--- src/rtl/leaky_relu_h_cache.sv ---
// Leaky ReLU forward stage with an in-order H cache replayed for backprop.
// Optional sticky overflow/underflow flags: define LR_H_CACHE_ERR_EN.
module leaky_relu_h_cache #(
    parameter int DEPTH = 16,
    parameter int AW    = $clog2(DEPTH)
) (
    input  logic                clk,
    input  logic                rst,
    input  logic                lr_valid_in,
    input  logic signed [15:0]  lr_data_in,
    input  logic signed [15:0]  lr_leak_factor_in,
    output logic                lr_valid_out,
    output logic signed [15:0]  lr_data_out,
    input  logic                lr_h_rd_en,
    input  logic                lr_h_flush,
    output logic                lr_d_H_valid_out,
    output logic signed [15:0]  lr_d_H_data_out,
    output logic [AW:0]         lr_h_count,
    output logic                lr_h_full,
    output logic                lr_h_empty
`ifdef LR_H_CACHE_ERR_EN
    ,
    output logic [1:0]          lr_h_err
`endif
);

    localparam logic [AW:0] FULL_CNT = DEPTH[AW:0];

    // Q8.8 multiply: full product, keep the middle 16 bits (truncating).
    function automatic logic signed [15:0] fxp_mul(
        input logic signed [15:0] a,
        input logic signed [15:0] b
    );
        logic signed [31:0] p;
        p = a * b;
        return p[23:8];
    endfunction

    logic signed [15:0] mem [DEPTH];
    logic [AW-1:0]      wp;
    logic [AW-1:0]      rp;
    logic [AW:0]        count;
    logic               full;
    logic               empty;
    logic               wr_ok;
    logic               rd_ok;
    logic signed [15:0] act;

    assign full  = (count == FULL_CNT);
    assign empty = (count == '0);
    assign wr_ok = lr_valid_in && !full && !lr_h_flush;
    assign rd_ok = lr_h_rd_en && !empty && !lr_h_flush;

    assign lr_h_count = count;
    assign lr_h_full  = full;
    assign lr_h_empty = empty;

    always_comb begin
        act = '0;
        if (lr_valid_in) begin
            if (!lr_data_in[15])
                act = lr_data_in;
            else
                act = fxp_mul(lr_data_in, lr_leak_factor_in);
        end
    end

    always_ff @(posedge clk or posedge rst) begin
        if (rst) begin
            lr_valid_out <= 1'b0;
            lr_data_out  <= '0;
        end else begin
            lr_valid_out <= lr_valid_in;
            lr_data_out  <= act;
        end
    end

    // Storage is deliberately left out of reset.
    always_ff @(posedge clk) begin
        if (wr_ok)
            mem[wp] <= lr_data_in;
    end

    always_ff @(posedge clk or posedge rst) begin
        if (rst) begin
            wp               <= '0;
            rp               <= '0;
            count            <= '0;
            lr_d_H_valid_out <= 1'b0;
            lr_d_H_data_out  <= '0;
        end else if (lr_h_flush) begin
            wp               <= '0;
            rp               <= '0;
            count            <= '0;
            lr_d_H_valid_out <= 1'b0;
            lr_d_H_data_out  <= '0;
        end else begin
            if (wr_ok)
                wp <= wp + 1'b1;
            if (rd_ok) begin
                rp               <= rp + 1'b1;
                lr_d_H_valid_out <= 1'b1;
                lr_d_H_data_out  <= mem[rp];
            end else begin
                lr_d_H_valid_out <= 1'b0;
                lr_d_H_data_out  <= '0;
            end
            case ({wr_ok, rd_ok})
                2'b10:   count <= count + 1'b1;
                2'b01:   count <= count - 1'b1;
                default: count <= count;
            endcase
        end
    end

`ifdef LR_H_CACHE_ERR_EN
    always_ff @(posedge clk or posedge rst) begin
        if (rst) begin
            lr_h_err <= 2'b00;
        end else if (!lr_h_flush) begin
            if (lr_valid_in && full)
                lr_h_err[0] <= 1'b1;
            if (lr_h_rd_en && empty)
                lr_h_err[1] <= 1'b1;
        end
    end
`endif

endmodule

--- config.mk ---
export PLATFORM = sky130hd
export DESIGN_NAME = leaky_relu_h_cache
export DESIGN_NICKNAME = d
export VERILOG_FILES = /design/src/rtl/leaky_relu_h_cache.sv
export SDC_FILE = /design/constraint.sdc
export NUM_CORES = 1
export LEC_CHECK = 0
export ABC_CLOCK_PERIOD_IN_PS = 3100
export CAP_MARGIN = 40
export CORE_UTILIZATION = 36
export DETAILED_ROUTE_END_ITERATION = 8
export SYNTH_ARGS = -nofsm -noshare
export SYNTH_HDL_FRONTEND = slang
export SYNTH_SLANG_ARGS = --single-unit
--- constraint.sdc ---
create_clock -name clk -period 3.1 [get_ports clk]
set_clock_uncertainty 0.05 [all_clocks]
set_input_delay 0.62 -clock clk [delete_from_list [all_inputs] [get_ports clk]]
set_output_delay 0.62 -clock clk [all_outputs]
set_load 0.01 [all_outputs]
== Yosys cells after proc, flatten, opt, wreduce, memory -nomap -nowiden ==
Memories as Yosys holds them, arrays and structs flattened.
Index checks and enable logic that the tools add are counted.

* Register bits: 47
* RAM bits: 256
* Output and inout port bits: 41
* Word-level logic and storage cells: 41
* Memories: 1

* $add $sub $neg: 4
* Multipliers: 1
* Eq/ne operators: 3
* Muxes and demuxes: 14
* Reductions and logical operators: 11

{| class="wikitable"
|+ Memory list
! name !! words !! width !! read ports !! clocked after Yosys merged registers in !! wr ports !! line !! source
|-
| mem || 16 || 16 || 1 || 0 || 1 || 39 || <nowiki>logic signed [15:0] mem [DEPTH];</nowiki>
|}

{| class="wikitable"
|+ Operators by type and width
! operator !! number
|-
| 2-to-1 mux 16 bit || 4
|-
| multiplier 16 x 16 -> 24 bit || 1
|-
| 2-to-1 mux 4 bit || 4
|-
| case mux 5 bit (2 select lines) || 1
|-
| adder 4 x 1 -> 4 bit (second input constant) || 2
|-
| adder 5 x 1 -> 5 bit (second input constant) || 1
|-
| equality test 5 bit (second input constant) || 1
|-
| zero test 5 bit || 1
|-
| 2-to-1 mux 5 bit || 1
|-
| subtractor 5 x 1 -> 5 bit (second input constant) || 1
|-
| logical AND 1 bit || 4
|-
| 2-to-1 mux 1 bit || 4
|-
| nonzero test 2 bit || 2
|-
| zero test 1 bit || 3
|-
| nonzero test 3 bit || 1
|-
| equality test 2 x 1 -> 1 bit (second input constant) || 1
|-
| equality test 2 bit (second input constant) || 1
|}

== Longest topological paths before layout ==
Gate-level depths: netlist (run 1).

* Word-level depth: 7
* Mapped depth: 22
* Mapped depth without buffers: 20

== Least setup slack after synthesis (run 1) ==
Ideal clock, no wire load.

* Kind: input -> register
* Start: in lr_data_in[15]
* End: reg lr_data_out[15]
* Setup time: 0.078 ns
* Data arrival time: 6.048 ns
* Data required time: 2.972 ns
* Setup slack: -3.076 ns
* Stages on the path: 21
* Path buffers: 2
* Path through: clkbuf_1 -> clkbuf_1 -> and2_1 -> inv_1 -> fa_1 -> inv_1 -> fa_1 -> fa_1 -> fa_1 -> fa_1 -> inv_1 -> fa_1 -> inv_1 -> ha_1 -> o21a_1 -> o21ai_0 -> a21o_1 -> a211oi_2 -> nor3_1 -> or3_1 -> a21oi_1

* Longest elaborated chain between the ends: 3

{| class="wikitable"
|+ RTL lines
! item !! line !! source
|-
| from (decl) || 10 || <nowiki>input logic signed [15:0] lr_data_in,</nowiki>
|-
| multiplier 16 x 16 -> 24 bit || 35 || <nowiki>p = a * b;</nowiki>
|-
| 2-to-1 mux 16 bit (*) || 61 || <nowiki>if (!lr_data_in[15])</nowiki>
|-
| 2-to-1 mux 16 bit (*) || 60 || <nowiki>if (lr_valid_in) begin</nowiki>
|-
| via act[15] || 47 || <nowiki>logic signed [15:0] act;</nowiki>
|-
| to (signal assigned) || 74 || <nowiki>lr_data_out <= act;</nowiki>
|-
| to (decl) || 13 || <nowiki>output logic signed [15:0] lr_data_out,</nowiki>
|}

The timed path passes the listed nets; every way through them passes the cells marked *.
A chain may end at the register's enable or synchronous reset.

== Worst setup path in the final report (run 1) ==
* Start: in lr_data_in[4]
* End: reg lr_data_out[10]

* Longest elaborated chain between the ends: 3

{| class="wikitable"
|+ RTL lines
! item !! line
|-
| multiplier 16 x 16 -> 24 bit || 35
|-
| 2-to-1 mux 16 bit || 61
|-
| 2-to-1 mux 16 bit || 60
|-
| via act[10] || 47
|}

The timed path passes the listed nets, and every way through them passes these cells.

==> qor.yml, run 1 <==
outcome:
  status: "finished, violations left"
  violations: "negative setup slack"
power_and_ir_drop:
  total_power_mw: 26.4
  ir_drop_v: 0.00132
  powerDensity_nw_per_um2: 1070
  p_leak_nw: 10.0
worst_setup_path:
  critPathArrivalTime_ns: 5.84
  reg2reg_slack_ns: 0.30
  cp-end-kind: "flip-flop"
  r2r-end: "lr_h_count[4]"
  crit_chain: "buf_8, buf_4, buf_4, nand2_1, fa_1, inv_2, fa_2, ha_4, fa_1, fa_1, inv_2, fa_1, inv_2, ha_4, nand4_1, o21bai_2, nor4_4, a211oi_2, o21a_1, or3_1, a32o_1"
  crit_slowest_cell: "fa_1"
  critPathKind: "primary input to flip-flop"
  rr_worst_depth: 11
  crit_top_cell: "fa_1"
  timing.rr.start: "lr_h_count[0]"
  worstPathRequired_ns: 3.47
  cp_max_fo: 4
  crit_path_max_incr_delay_ns: 0.57
  startpoint_type: "primary input"
detailed_routing:
  drt-vias-per-instance: 4.89
  drtIter0Drc: 772
  drt_wl_total_um: 48500
  antenna_left: 0
  drcViolationCount: 0
  vias: 11858
  first_pass_iters: 4
  routedWlPerCell_um: 20.0
clock_network:
  clk_path_buf_depth: 3
  clk_pin_slew_ns: 0.06
  cts_tree: "built"
  hold_buffers: 0
  htreeDepth: 1
  clk_latency_ns: 0.54
  cts_root_buf: "clkbuf_16"
  clock-sinks: 303
  cts_made_buffers: 28
synth:
  yosysMostFrequentCell: "edfxtp_1"
  synth_top_area_cell: "edfxtp_1"
  synthFlopType: "edfxtp_1"
  synth.net_count: 1707
  synth_common_cells: "edfxtp_1, inv_1, fa_1, nand2_1, and2_1"
  synth.distinct_cells: 61
  synthTopCellsByArea: "edfxtp_1, fa_1, mux4_2"
  synth-async-reset-ratio_pct: 15.5
  ys_seq_area_share_pct: 46.2
  synth-edff-count: 256
  synth_area_per_cell_um2: 13.7
  syn_inst: 1405
  synth_top_area_share_pct: 40.1
  ys_warn_count: 0
  syn_area_um2: 19200
  ys_ff_latch: 303
global_route:
  grt_pass1_wl_um: 75600
  first_global_vias: 13023
  track_usage_pct: 18.5
  grt.overflow.total: 0
  antenna_found_initial: 0
  grt_max_degree: 35
floorplan:
  coreArea_um2: 52700
  die_w_um: 233
  floorplan.initialDensity_pct: 36.5
  fp.dieH_um: 233
  num_io_pins: 78
  fp.dieArea_um2: 54200
  row_count: 84
cells_and_area:
  nets: 2014
  syn_to_final_growth_pct: 28.2
  drive_gt1_share_pct: 33.4
timing:
  hold_viol: 0
  maxSlewViolCount: 0
  post-route-min-period_ns: 5.47
  max_freq_ghz: 0.183
  worstMarginPinSlew_ns: 0.611
  max_slew_margin_pct: 59.2
  setup_viol: 16
  rsz0062_at_grt: "yes"
  finalSetupTns_ns: -32.97
  setup_ws_ns: -2.37
  period_share_pct: 176
job:
  drv_cap: 0
placement:
  io_buffers: 77
  gp_congestion: 0.856
  place_hpwl_um: 33600
hold_path:
  hold_class: "primary input to asynchronous set/reset pin"
-- timing repair --
action / CTS / global route
setup buffers: 66 / 11
pin swaps: 85 / 109
gates resized for setup: 202 / 116
gates cloned: 2 / 0
setup endpoints to repair: 16 / 17
-- worst max path at each step --
| stage | from | end | slack [ns] |
|---|---|---|---|
| 6_report | lr_data_in[4] | lr_data_out[10] | -2.37 |
| 4_1_cts | lr_data_in[6] | lr_data_out[10] | -2.42 |
| 2_1_floorplan | lr_data_in[9] | lr_data_out[10] | -2.63 |
| 3_3_place_gp | lr_leak_factor_in[5] | lr_data_out[10] | -3.34 |
| 5_1_grt | lr_data_in[10] | lr_data_out[10] | -2.53 |
| 3_5_place_dp | lr_data_in[8] | lr_data_out[10] | -3.47 |
-- cells in the final DEF (no fill, tap or decap), types with 43 or more instances in the layout --
master           synthesis  routed
buf_6                    0      49
mux4_2                  80      80
nand2_1                117     106
and2_1                 114      89
clkdlybuf4s50_1          0      46
edfxtp_1               256     256
ha_1                    78      62
fa_1                   187     165
inv_1                  253     210
inv_2                    1      43
buf_4                    3     185
dfrtp_1                 47      44
-- cell families (layout without fill, tap and decap cells) --
| group | Yosys count | in the layout | synth area share, % |
|---|---|---|---|
| flops | 303 | 303 | 46.2 |
| buf+inv | 312 | 641 | 6.26 |
| compound gates | 61 | 61 | 2.33 |
| fa+ha+maj | 265 | 265 | 24.6 |
| simple gates | 343 | 343 | 9.26 |
| other cells | 0 | 1 | 0 |
| xor+xnor | 34 | 34 | 1.62 |
| mux | 87 | 87 | 9.75 |
-- critical path, delay by kind of cell --
kind	cells	cell delay (ns)
adder cells (fa/ha/maj)	7	3.10
AND/OR/NAND/NOR	4	0.90
buffers and inverters	6	0.50
AO/OA/AOI/OAI	4	0.70
-- power breakdown --
group	leakage (nW)	switching, mW	internal, mW
sequential	2.93	0.191	4.68
clock	0.444	1.45	1.88
combinational	6.64	8.62	9.61
total	10.0	10.3	16.2
-- layer usage --
layer  vias to the layer above  global-route usage, %  part of all wire (%)
li1                       5294                      -                     -
met1                      6181                   24.4                    42
met2                       311                   32.8                    51
met3                        72                   1.51                   4.9
met4                         0                   4.41                   2.2
met5                         -                      0                     0
-- metrics by stage --
step | std cells | hold slack, ns | util, % | worst slack [ns] | cell area [um^2]
final | 2423 | 0.426 | 46.7 | -2.37 | 24600
after global placement | 2298 | 0.553 | 42.7 | -3.34 | 22500
after CTS | 2418 | 0.422 | 46.1 | -2.42 | 24300
after detailed placement | 2299 | 0.565 | 42.7 | -3.47 | 22500
after floorplan | 1405 | 0.501 | - | -2.63 | 19600
after global routing | 2422 | 0.463 | 46.7 | -2.53 | 24600
-- registers in the layout, indices dropped and copies added (netlist names) --
signal / cells
lr_h_count: 5
rp: 4
lr_d_H_data_out: 16
lr_data_out: 16
lr_valid_out: 1
wp: 4
lr_d_H_valid_out: 1
mem: 256
-- layout make-up --
type | count | area (um^2)
repair buffers | 335 | 3270
fillers | 4575 | 28100
multi-input cells | 790 | 9750
inverters | 254 | 956
well taps | 688 | 861
flip-flops and latches | 303 | 8870
diodes | 1 | 2.50
clock inverters | 17 | 145
clock buffers | 35 | 747
Note: power is estimated with default switching activity, not from simulation.
==> run 2, diff against run 1 <==
- ABC_CLOCK_PERIOD_IN_PS: 3100 -> 5100
- clock period: 3.1 -> 5.1 ns (I/O delays scaled with it)
==> qor.yml, run 2 (same netlist as run 1, synthesis figures left out) <==
clock_network:
  cts_tree: "built"
  clock-sinks: 303
  hold_buffers: 0
  cts_root_buf: "clkbuf_16"
  clk_pin_slew_ns: 0.07
  htreeDepth: 2
  cts_made_buffers: 35
  clk_latency_ns: 0.54
  clk_path_buf_depth: 3
detailed_routing:
  antenna_left: 0
  vias: 11869
  drtIter0Drc: 868
  routedWlPerCell_um: 20.6
  drt-vias-per-instance: 4.90
  drcViolationCount: 0
  drt_wl_total_um: 49900
  first_pass_iters: 5
worst_setup_path:
  critPathKind: "primary input to flip-flop"
  critPathArrivalTime_ns: 6.35
  cp_max_fo: 5
  crit_path_end: "lr_data_out[15]"
  cp_top_family: "adder cells"
  cp-end-kind: "flip-flop"
  crit_path_max_incr_delay_ns: 0.56
  crit_slowest_cell: "fa_2"
  path_depth: 19
  crit_chain: "clkdlybuf4s18_2, clkinvlp_4, buf_4, nor2_1, fa_2, fa_1, fa_2, fa_1, fa_1, inv_1, fa_1, inv_1, ha_1, nand2_2, a21o_1, a211oi_4, nor3_2, or3_1, a21oi_1"
  crit_top_cell: "fa_1"
  startpoint: "lr_leak_factor_in[15]"
  worstPathRequired_ns: 5.52
  startpoint_type: "primary input"
  r2r-end: "lr_h_count[4]"
  reg2reg_slack_ns: 2.02
  crit_buf_inv: 5
  rr_worst_depth: 10
  timing.rr.start: "lr_h_count[0]"
placement:
  gp_congestion: 0.853
  place_hpwl_um: 34600
  io_buffers: 77
  place_area_um2: 22300
  placedCellCount: 2284
power_and_ir_drop:
  p_leak_nw: 10.1
  ir_drop_v: 0.00108
  total_power_mw: 16.4
  powerDensity_nw_per_um2: 666
outcome:
  violations: "negative setup slack"
  status: "finished, violations left"
timing:
  rsz0062_at_grt: "yes"
  max_slew_margin_pct: 48.0
  setup_ws_ns: -0.830
  post-route-min-period_ns: 5.93
  worstMarginPinSlew_ns: 0.779
  period_share_pct: 116
  hold_viol: 0
  max_freq_ghz: 0.169
  maxSlewViolCount: 0
  setup_viol: 15
  finalSetupTns_ns: -8.71
floorplan:
  fp.dieH_um: 233
  num_io_pins: 78
  die_w_um: 233
  fp.dieArea_um2: 54200
  row_count: 84
  coreArea_um2: 52700
  floorplan.initialDensity_pct: 36.5
cells_and_area:
  fin_cells: 2420
  diodes: 0
  final_common_cell: "edfxtp_1"
  drive_gt1_share_pct: 32.9
  largest_register_ffs: 256
  top_register: "mem"
  nets: 2012
  reg_top3: "mem (256), lr_d_H_data_out (16), lr_data_out (16)"
  utilization_pct: 46.9
  fin_area_um2: 24700
  syn_to_final_growth_pct: 28.6
  mostFrequentLayoutCells: "edfxtp_1, inv_1, buf_4"
global_route:
  grt.overflow.total: 0
  grt_pass1_wl_um: 77600
  first_global_vias: 12933
  antenna_found_initial: 3
  grt_max_degree: 34
  track_usage_pct: 19.4
hold_path:
  hold_class: "flip-flop to flip-flop"
job:
  drv_cap: 0
## run 2: cell types whose count changed in the layout (fill, tap and decap cells not counted), moves of 8 or more
cell,delta
buf_4,-8
buf_6,-9
fa_1,+8
fa_2,-8
## run 2: routing by layer
| metal | vias to the layer above | global-route usage, % | wire length, um |
|---|---|---|---|
| li1 | 5279 | - | - |
| met3 | 68 | 3.28 | 2960 |
| met5 | - | 0 | 0 |
| met4 | 0 | 4.96 | 967 |
| met1 | 6196 | 26.1 | 21200 |
| met2 | 326 | 32.5 | 24800 |
## run 2: cell type report
type / count / area [um^2]
Clock buffer: 40 / 895
Inverter: 254 / 957
Sequential cell: 303 / 8870
Tap cell: 688 / 861
Multi-Input combinational cell: 790 / 9720
Fill cell: 4571 / 28000
Clock inverter: 19 / 206
Timing Repair Buffer: 326 / 3180
## run 2: repair_timing
item	in CTS	in global routing
gates cloned	6	0
setup endpoints to repair	16	16
setup buffers	65	12
pin swaps	78	55
resized for setup	212	82
## run 2: worst reg2reg max path, stage by stage, from the launching register on
cell and delay (ns):
dfrtp_1 0.46, or4_1 0.61, o21ai_2 0.33, or2_1 0.17
nor2_1 0.10, fa_1 0.43, a21o_1 0.17, a21oi_1 0.17
mux2i_1 0.24, xnor2_1 0.14, nor2_1 0.06
## run 2: how the worst min path moves through the flow
stage / start / to / slack, ns / cells after the start
after floorplan: wp[3] / wp[3] / 0.50 / 2
after global placement: wp[3] / wp[3] / 0.55 / 2
after detailed placement: wp[3] / wp[3] / 0.55 / 2
after CTS: wp[3] / wp[3] / 0.58 / 2
after global routing: wp[0] / wp[0] / 0.63 / 2
final: lr_h_count[3] / lr_h_count[3] / 0.57 / 2
## run 2: per-stage QoR
step	hold slack, ns	setup WS [ns]
after floorplan	0.501	-1.03
after global placement	0.554	-2.07
after detailed placement	0.553	-2.12
after CTS	0.576	-0.867
after global routing	0.628	-1.05
final	0.566	-0.830
## run 2: power breakdown
group | internal, mW | total (mW) | switching, mW
clock | 1.43 | 2.47 | 1.04
combinational | 5.57 | 11.0 | 5.43
sequential | 2.84 | 2.97 | 0.127
total | 9.84 | 16.4 | 6.59
==> run 3, diff against run 2 <==
- SKIP_CTS_REPAIR_TIMING: unset -> 1
==> qor.yml, run 3 (same netlist as run 1, synthesis figures left out) <==
clock_network:
  cts_made_buffers: 35
  clk_latency_ns: 0.55
  cts_tree: "built"
  clock-sinks: 303
  htreeDepth: 2
  clk_pin_slew_ns: 0.07
  cts_root_buf: "clkbuf_16"
  clk_path_buf_depth: 3
floorplan:
  coreArea_um2: 52700
  fp.dieArea_um2: 54200
  die_w_um: 233
  num_io_pins: 78
  row_count: 84
  fp.dieH_um: 233
  floorplan.initialDensity_pct: 36.5
timing:
  hold_viol: 0
  max_slew_margin_pct: 48.8
  setup_ws_ns: -1.03
  max_freq_ghz: 0.163
  worstMarginPinSlew_ns: 0.768
  setup_viol: 15
  period_share_pct: 120
  post-route-min-period_ns: 6.13
  finalSetupTns_ns: -10.13
  maxSlewViolCount: 0
  rsz0062_at_grt: "yes"
global_route:
  grt_max_degree: 34
  grt.overflow.total: 0
  grt_pass1_wl_um: 74800
  antenna_found_initial: 2
  first_global_vias: 12514
  track_usage_pct: 18.6
power_and_ir_drop:
  swShare_pct: 40.1
  pwr-share-comb_pct: 66.6
  switching_power_mw: 6.53
  p_int_mw: 9.76
  clkPwrFrac_pct: 15.2
  pwr-share-seq_pct: 18.2
  powerDensity_nw_per_um2: 669
  ir_drop_v: 0.00104
  p_leak_nw: 10.0
placement:
  place_area_um2: 22300
  place_hpwl_um: 34600
  io_buffers: 77
  gp_congestion: 0.853
worst_setup_path:
  worstPathRequired_ns: 5.54
  cp-end-kind: "flip-flop"
  crit_path_max_incr_delay_ns: 0.55
  cp_max_fo: 4
  crit_slowest_cell: "fa_1"
  critPathArrivalTime_ns: 6.57
  critPathKind: "primary input to flip-flop"
  crit_chain: "buf_6, buf_12, and2_4, fa_1, inv_2, fa_2, fa_1, inv_1, fa_1, fa_1, inv_2, fa_1, inv_2, ha_4, nand4_1, o21bai_4, nor4_4, buf_4, a211oi_4, buf_6, o31ai_4, nand4b_1, o311ai_1, buf_4"
  crit_top_cell: "fa_1"
  startpoint_type: "primary input"
cells_and_area:
  syn_to_final_growth_pct: 26.9
  regArea_um2: 8870
  fin_area_um2: 24400
  mostFrequentLayoutCells: "edfxtp_1, inv_1, fa_1"
  nets: 1984
  reg_top3: "mem (256), lr_d_H_data_out (16), lr_data_out (16)"
  top_register: "mem"
  drive_gt1_share_pct: 28.6
  diodes: 0
  final_common_cell: "edfxtp_1"
  multi_input_area_um2: 9610
  fillers: 4619
  largest_register_ffs: 256
outcome:
  violations: "negative setup slack"
  status: "finished, violations left"
detailed_routing:
  vias: 11792
  drt-vias-per-instance: 4.93
  routedWlPerCell_um: 20.7
  drtIter0Drc: 931
  drcViolationCount: 0
  drt_wl_total_um: 49600
  antenna_left: 0
  first_pass_iters: 4
hold_path:
  hold_class: "flip-flop to flip-flop"
job:
  drv_cap: 0
-- run 3: routing by layer --
metal	GRT usage [%]	vias to the layer above	wire length, um
li1	-	5233	-
met1	25.6	6176	21200
met2	31.1	333	24700
met3	2.83	50	3050
met4	4.19	0	647
met5	0	-	0
-- run 3: worst paths after layout --
check | from | endpoint | slack [ns] | cells past startpoint
worst max-delay path | lr_data_in[6] | lr_data_out[14] | -1.03 | 24
worst min-delay path | lr_h_count[3] | lr_h_count[3] | 0.57 | 2
min in group asynchronous | rst | lr_data_out[12] | 0.87 | 2
max in group asynchronous | rst | rp[0] | 3.26 | 3
worst min register to register | lr_h_count[3] | lr_h_count[3] | 0.57 | 2
worst max register to register | lr_h_count[0] | lr_h_count[4] | 2.03 | 10
-- run 3: power groups by stage --
stage / clock network (mW) / registers, mW / logic, mW
floorplan: 0 / 3.00 / 6.10
finish: 2.47 / 2.97 / 10.9
global placement: 0 / 3.05 / 9.25
CTS: 2.54 / 2.98 / 9.47
detailed placement: 0 / 3.03 / 9.39
global route: 2.62 / 2.99 / 12.0
-- run 3: per-stage QoR --
step	util [%]	power (mW)	hold WS, ns	instances	worst slack, ns
global placement	42.4	12.3	0.554	2282	-2.07
finish	46.3	16.3	0.566	2392	-1.03
detailed placement	42.4	12.4	0.553	2284	-2.12
global route	46.3	17.6	0.628	2392	-1.22
floorplan	-	9.10	0.501	1405	-1.03
CTS	44.5	15.0	0.576	2343	-1.55
-- run 3: worst max-delay path, delay by kind of cell --
family	cells	cell delay, ns
compound gates	4	0.55
simple gates	4	0.84
fa+ha+maj	7	3.28
buf+inv	9	0.88
-- run 3: final cells by class --
type                       count  share of cell area (%)
inverter                     254                    3.91
timing repair buffer         298                    12.1
multi-input combinational    790                    39.5
tap                          688                    3.53
clock inverter                19                   0.848
sequential                   303                    36.4
clock buffer                  40                    3.67
